--- src/rtl/irq_ctrl.sv ---
// irq_ctrl
// Interrupt controller for the 10-bit-PC single-cycle CPU. Four asynchronous
// request lines are synchronised and edge-detected into pending flags. A mask,
// a global enable and fixed lowest-index-wins priority select one source. The
// controller then sequences a single one-cycle entry strobe and waits for the
// CPU's return-from-interrupt before it accepts the next entry.
//
// Ports:
//   clk        in   1    system clock, rising edge
//   reset      in   1    asynchronous active-high reset, clears all state
//   irq        in   4    external requests (asynchronous), rising edge = event
//   mask_we    in   1    load mask from mask_in
//   mask_in    in   4    mask value, bit=1 enables the source
//   clr_we     in   1    clear the pending bits selected by clr_in
//   clr_in     in   4    pending-clear vector
//   ei         in   1    set global enable
//   di         in   1    clear global enable (wins over ei)
//   busy       in   1    CPU push/pop in progress, blocks a new entry decision
//   reti       in   1    return-from-interrupt executed this cycle
//   take       out  1    entry strobe: push PC and load vector this cycle
//   vector     out  PCW  entry address, valid while take=1
//   active_id  out  2    source being serviced
//   in_service out  1    high while in TAKE or SERVICE
//   pending    out  4    pending flags
//   gie        out  1    global interrupt enable
module irq_ctrl #(
  parameter int             PCW        = 10,
  parameter logic [PCW-1:0] VEC_BASE   = 10'd1000,
  parameter int             VEC_STRIDE = 4
) (
  input  logic           clk,
  input  logic           reset,
  input  logic [3:0]     irq,
  input  logic           mask_we,
  input  logic [3:0]     mask_in,
  input  logic           clr_we,
  input  logic [3:0]     clr_in,
  input  logic           ei,
  input  logic           di,
  input  logic           busy,
  input  logic           reti,
  output logic           take,
  output logic [PCW-1:0] vector,
  output logic [1:0]     active_id,
  output logic           in_service,
  output logic [3:0]     pending,
  output logic           gie
);

  typedef enum logic [1:0] {
    IDLE    = 2'd0,
    TAKE    = 2'd1,
    SERVICE = 2'd2
  } state_t;

  state_t         state_r;
  state_t         state_n;
  logic [3:0]     s1_r;
  logic [3:0]     s2_r;
  logic [3:0]     s3_r;
  logic [3:0]     mask_r;
  logic [3:0]     edge_s;
  logic [3:0]     elig_s;
  logic [3:0]     win_mask_s;
  logic [1:0]     win_s;
  logic           go_s;
  logic [3:0]     clr_s;
  logic [3:0]     pending_n;
  logic           gie_n;
  logic [PCW-1:0] vector_n;

  // Two-flop synchroniser plus history flop per request line.
  always_ff @(posedge clk or posedge reset) begin
    if (reset) begin
      s1_r <= 4'b0000;
      s2_r <= 4'b0000;
      s3_r <= 4'b0000;
    end else begin
      s1_r <= irq;
      s2_r <= s1_r;
      s3_r <= s2_r;
    end
  end

  assign edge_s = s2_r & ~s3_r;
  assign elig_s = pending & mask_r;

  // Fixed priority: the lowest eligible index wins.
  always_comb begin
    win_s      = 2'd0;
    win_mask_s = 4'b0000;
    if (elig_s[0]) begin
      win_s      = 2'd0;
      win_mask_s = 4'b0001;
    end else if (elig_s[1]) begin
      win_s      = 2'd1;
      win_mask_s = 4'b0010;
    end else if (elig_s[2]) begin
      win_s      = 2'd2;
      win_mask_s = 4'b0100;
    end else if (elig_s[3]) begin
      win_s      = 2'd3;
      win_mask_s = 4'b1000;
    end else begin
      win_s      = 2'd0;
      win_mask_s = 4'b0000;
    end
  end

  // Next-state logic; go_s marks the IDLE->TAKE entry decision.
  always_comb begin
    state_n = state_r;
    go_s    = 1'b0;
    case (state_r)
      IDLE: begin
        if (gie && (|elig_s) && !busy) begin
          state_n = TAKE;
          go_s    = 1'b1;
        end else begin
          state_n = IDLE;
        end
      end
      TAKE: begin
        state_n = SERVICE;
      end
      SERVICE: begin
        if (reti) begin
          state_n = IDLE;
        end else begin
          state_n = SERVICE;
        end
      end
      default: begin
        state_n = IDLE;
      end
    endcase
  end

  // Pending/enable update: a new edge beats a simultaneous clear, and the
  // entry decision beats ei, while reti in SERVICE beats ei/di.
  always_comb begin
    clr_s     = (clr_we ? clr_in : 4'b0000) | (go_s ? win_mask_s : 4'b0000);
    pending_n = (pending & ~clr_s) | edge_s;
    vector_n  = VEC_BASE + (PCW'(VEC_STRIDE) * PCW'(win_s));
    if (go_s) begin
      gie_n = 1'b0;
    end else if ((state_r == SERVICE) && reti) begin
      gie_n = 1'b1;
    end else if (di) begin
      gie_n = 1'b0;
    end else if (ei) begin
      gie_n = 1'b1;
    end else begin
      gie_n = gie;
    end
  end

  // State, flags and registered outputs; active_id/vector freeze after entry.
  always_ff @(posedge clk or posedge reset) begin
    if (reset) begin
      state_r    <= IDLE;
      pending    <= 4'b0000;
      gie        <= 1'b0;
      mask_r     <= 4'b0000;
      take       <= 1'b0;
      in_service <= 1'b0;
      active_id  <= 2'd0;
      vector     <= '0;
    end else begin
      state_r    <= state_n;
      pending    <= pending_n;
      gie        <= gie_n;
      take       <= (state_n == TAKE);
      in_service <= (state_n != IDLE);
      if (mask_we) begin
        mask_r <= mask_in;
      end else begin
        mask_r <= mask_r;
      end
      if (go_s) begin
        active_id <= win_s;
        vector    <= vector_n;
      end else begin
        active_id <= active_id;
        vector    <= vector;
      end
    end
  end

endmodule

--- config.mk ---
export PLATFORM = sky130hd
export DESIGN_NAME = irq_ctrl
export DESIGN_NICKNAME = d
export VERILOG_FILES = /design/src/rtl/irq_ctrl.sv
export SDC_FILE = /design/constraint.sdc
export NUM_CORES = 1
export LEC_CHECK = 0
export CAP_MARGIN = 10
export CORE_MARGIN = 4
export CORE_UTILIZATION = 39
export CTS_CLUSTER_SIZE = 16
export DETAILED_ROUTE_END_ITERATION = 8
export PLACE_DENSITY = 0.73
export SETUP_SLACK_MARGIN = 0.3
export SYNTH_ARGS = -nofsm -noshare
export SYNTH_HDL_FRONTEND = slang
export SYNTH_SLANG_ARGS = --single-unit
export TNS_END_PERCENT = 20
--- constraint.sdc ---
create_clock -name clk -period 1.5 [get_ports clk]
set_clock_uncertainty 0.05 [all_clocks]
set_input_delay 0.3 -clock clk [delete_from_list [all_inputs] [get_ports clk]]
set_output_delay 0.3 -clock clk [all_outputs]
set_load 0.01 [all_outputs]
After elaboration in Yosys (flattened, before gate mapping). Index checks and enable logic that the tools add are counted.

Bitwise logic cells: 7. Equal/unequal tests: 3. Reductions and logical operators: 8. $add $sub $neg: 1. Mux-type cells: 19.

Operators by type and width (count): 4-bit two-way mux (6); 4-bit AND (3); 2-bit two-way mux (5); 4-bit inverter (2); 4-bit bitwise OR (2); 6-bit by 5-bit adder with 7-bit output (first input constant) (1); 1-bit two-way mux (7); 2-bit one-hot mux with 3 select lines (1); 2-bit by 1-bit equality test with 1-bit output (second input constant) (2); 4-bit nonzero test (1); 4-bit OR reduction (1); 1-bit logical AND (3); 2-bit equality test (second input constant) (1); 2-bit zero test (1); 2-bit nonzero test (1); 1-bit zero test (1).

Register bits after elaboration: 37. Output and inout bits: 19. Input port bits: 20.

Depth between registers and ports, before layout.
Depth in word-level cells: 11. Gate-level depth with buffers: 4. Gate-level depth less buffers: 3.

Least setup slack after synthesis. OpenSTA, ideal clock, no wires.

Path kind: register to register. Start: register state_r[0]. End: register active_id[0]. Clock period less this slack: 1.420 ns. Stages on the path, launching flop included: 4. Path slack: 0.080 ns. Arrival time: 1.249 ns. Required time: 1.329 ns. Buffers on the path: 1. Path through: dfrtp_1 -> or4b_4 -> buf_6 -> o22a_1.

Word-level cells in the longest chain between the ends: 2.

Ends and longest elaborated chain: from (decl) (RTL line 56) `state_t state_r;`; from (signal assigned) (RTL line 170) `state_r <= state_n;`; 2-bit zero test (RTL line 114) `case (state_r)`; 1-bit two-way mux (RTL line 114); to (signal assigned) (RTL line 181) `active_id <= win_s;`; to (signal assigned) (RTL line 184) `active_id <= active_id;`; to (decl) (RTL line 44) `output logic [1:0] active_id,`.

Every way passes these cells. A chain may end at the register's enable or synchronous reset.

Final worst setup path.
Start: register state_r[1]. End: register in_service.

Word-level cells in the longest chain between the ends: 3. Elaborated cells between the ends (all ways): 5.

Ends and longest elaborated chain: 2-bit equality test, or another cell as far along (RTL line 114); 2-bit one-hot mux with 3 select lines (*) (RTL line 114); named net state_n[0] (RTL line 57) `state_t state_n;`; 2-bit nonzero test (*) (RTL line 174) `in_service <= (state_n != IDLE);`; to (signal assigned) (RTL line 174); to (decl) (RTL line 45) `output logic in_service,`.

Mark *: on every way through the listed nets, which the timed path passes. The rest lies on a longest branch.

==> parameters.txt <==
Parameter                              Value

Route
  Total wire length after detailed routing ... 2.05 mm
  TritonRoute pass-1 iters ... 4
  Via count of the routed design ... 763
  Antenna viol nets, final ... 0
  Post-route DRC violation count ... 0
  Via density ... 4.74
  Final routed wire length divided by cell count ... 12.8 µm
  Detailed router's first-iteration violation count ... 21

Clocking
  Hold-fix buffers at CTS ... 0
  Maximum number of buffers from clock root to sink ... 2
  Register clock-pin slew on the reported worst setup and hold paths ... 0.08 ns
  Total number of clock tree sinks ... 29
  CTS root buf ... sky130_fd_sc_hd__clkbuf_4
  Source-to-sink clock delay at the later pin of the worst-skew pair ... 0.32 ns
  Total number of H-tree levels ... 2
  CTS tree ... done
  TritonCTS Buffers ... 5

Power
  Clock share of power ... 23.3%
  Reg power frac ... 49.6%
  Switching part of the total ... 27.8%
  Comb power frac ... 27.1%
  Maximum resistive drop on vdd ... 0.759 mV
  Net switching power ... 0.547 mW
  PD cells ... 1250 nW/µm²
  Cell internal power dissipation ... 1.42 mW
  Static leakage ... 0.720 nW

Synthesis
  Largest area contributor in the synthesized netlist ... sky130_fd_sc_hd__dfrtp_1
  Yosys top cell area share ... 65.0%
  Sequential area share after synthesis ... 65.0%
  Mean instance size in the synthesized netlist ... 13.3 µm²
  Post-synthesis cell area ... 1120 µm²
  Warnings from Yosys ... 0
  Most area-consuming cells after synthesis ... sky130_fd_sc_hd__dfrtp_1, sky130_fd_sc_hd__buf_4, sky130_fd_sc_hd__mux2_2
  Post-synthesis cell count ... 84
  Cell variety after synth ... 24
  Seq cells post-synth ... 29

Die
  Die Footprint ... 3780 µm²
  I/O Pins ... 39
  Placeable core region ... 2730 µm²
  Die span in y ... 61.5 µm
  Die width ... 61.5 µm
  Initial Util ... 40.8%
  Core Rows ... 19

Timing
  Unrepaired setup endpoints after global routing ... true
  Count of final setup violators ... 0
  Total negative slack ... 0 ns
  Final slew viol count ... 0
  Hold_ws ... 0.288 ns
  FMAX ... 0.726 GHz
  Final min period ... 1.38 ns
  Final count of hold timing violations ... 0
  Part of the cycle the worst path needs ... 91.8%

Status
  Result of the run ... finished clean

Global routing
  Vias in the first global route ... 788
  Wire length of the first global-routing pass ... 3.31 mm
  Total global-route track usage ... 12.6%
  Pin count of the biggest net entering global routing ... 30
  Residual overflow from global routing ... 0
  Number of antenna violations at the first check in global routing ... 0

Critical path
  Path type of the worst setup path ... reg2reg
  Critical Path RT ... 1.70 ns
  Worst EP arrival ... 1.58 ns
  Crit Path Max Fanout ... 8
  Critical path endpoint category ... flop
  Type of element launching the critical path ... flop

Final layout
  Total number of nets in the final design ... 150
  Commonest non-fill, non-tap cells in the layout ... sky130_fd_sc_hd__dfrtp_1, sky130_fd_sc_hd__clkdlybuf4s50_1, sky130_fd_sc_hd__dlygate4sd2_1, sky130_fd_sc_hd__nand2_1, sky130_fd_sc_hd__buf_4
  Fraction of layout cells with a size suffix above 1 ... 26.2%
  Ant. Diodes ... 0
  Design Area, Final ... 1580 µm²
  Leading cell type in the layout, fill and taps excluded ... sky130_fd_sc_hd__dfrtp_1
  Signed area change from the synthesized netlist to the final layout ... 41.1%

Job
  Maximum capacitance violations ... 0

Placement
  Placed inst area ... 1480 µm²
  PortBufs ... 36
  Post-DP HPWL ... 1.47 mm
  Final estimated routing congestion in global placement ... 0.685

Worst hold path
  Tightest Hold Check Type ... in2async
repair_timing:
| item | CTS | global route |
|---|---|---|
| resized for setup | 41 | 2 |
| buffers inserted | 7 | 0 |
| pin swaps | 4 | 5 |
| setup endpoints to repair | 29 | 29 |
cells by family after synthesis:
kind of cell           after synthesis  share of synthesized area (%)
AO/OA/AOI/OAI                       15                           11.9
multiplexers                         5                           4.93
flip-flops                          29                           65.0
AND/OR/NAND/NOR                     20                           9.75
other                                1                          0.336
buffers and inverters               14                           8.07
sequential cells by signal (all words and copies together) (netlist names), 2 cells and up:
name	flops
s2_r	4
pending	4
s1_r	4
vector	3
mask_r	4
s3_r	4
state_r	2
metal layers:
metal | part of all wire, % | global-route usage, % | wire, µm | vias to the layer above
met2 | 50 | 19.4 | 1020 | 30
met5 | 0 | 0 | 0 | -
li1 | - | - | - | 375
met4 | 1.4 | 6.36 | 28 | 0
met3 | 9.4 | 6.29 | 192 | 4
met1 | 40 | 14.3 | 814 | 354
power groups by stage:
stage,Clock (mW),Sequential (mW),Combinational [mW]
6_report,0.457,0.974,0.532
5_1_grt,0.509,0.994,0.580
4_1_cts,0.480,0.976,0.539
3_5_place_dp,0,1.01,0.559
3_3_place_gp,0,1.00,0.549
2_1_floorplan,0,1.03,0.251
cell type report:
| type | count | area, µm² |
|---|---|---|
| Fill cell | 235 | 1160 |
| Sequential cell | 29 | 727 |
| Timing Repair Buffer | 47 | 428 |
| Multi-Input combinational cell | 42 | 308 |
| Clock buffer | 7 | 55.1 |
| Tap cell | 31 | 38.8 |
| Inverter | 5 | 18.8 |
metrics by stage:
step                power (mW)  setup WS, ns  cells  utilization [%]
CTS                       1.99        0.0964    161             57.5
global placement          1.55        -0.257    147             54.1
finish                    1.96         0.122    161             57.6
detailed placement        1.57        -0.253    147             54.1
floorplan                 1.28        0.0796     85                -
global route              2.08        0.0630    161             57.6
path summary, 6_finish.rpt:
kind | to | slack, ns | depth (start not counted) | startpoint
max reg2reg | in_service | 0.12 | 3 | state_r[1]
max in group asynchronous | state_r[1] | 0.83 | 3 | reset
min in group clk | s2_r[2] | 0.30 | 0 | s1_r[2]
max | in_service | 0.12 | 3 | state_r[1]
min | active_id[0] | 0.29 | 3 | reset
min reg2reg | s2_r[2] | 0.30 | 0 | s1_r[2]
worst max-delay path, cell delays in order (launching register included):
cell                      delay (ns)
sky130_fd_sc_hd__dfrtp_2        0.44
sky130_fd_sc_hd__or4b_4         0.56
sky130_fd_sc_hd__a21oi_4        0.16
sky130_fd_sc_hd__or2_1          0.12
synthesized netlist by cell type (all sizes together):
master  number
o22a         3
or2          2
nand2b       1
nor2         3
mux2         4
inv          5
nor4b        1
a22oi        2
nand3        2
conb         1
nand4        1
a32oi        1
buf          9
nand2        9
a32o         4
dfrtp       29
mux2i        1
or4b         1
o21ai        2
a21oi        3
No activity file was read; power rests on OpenSTA's default activity.
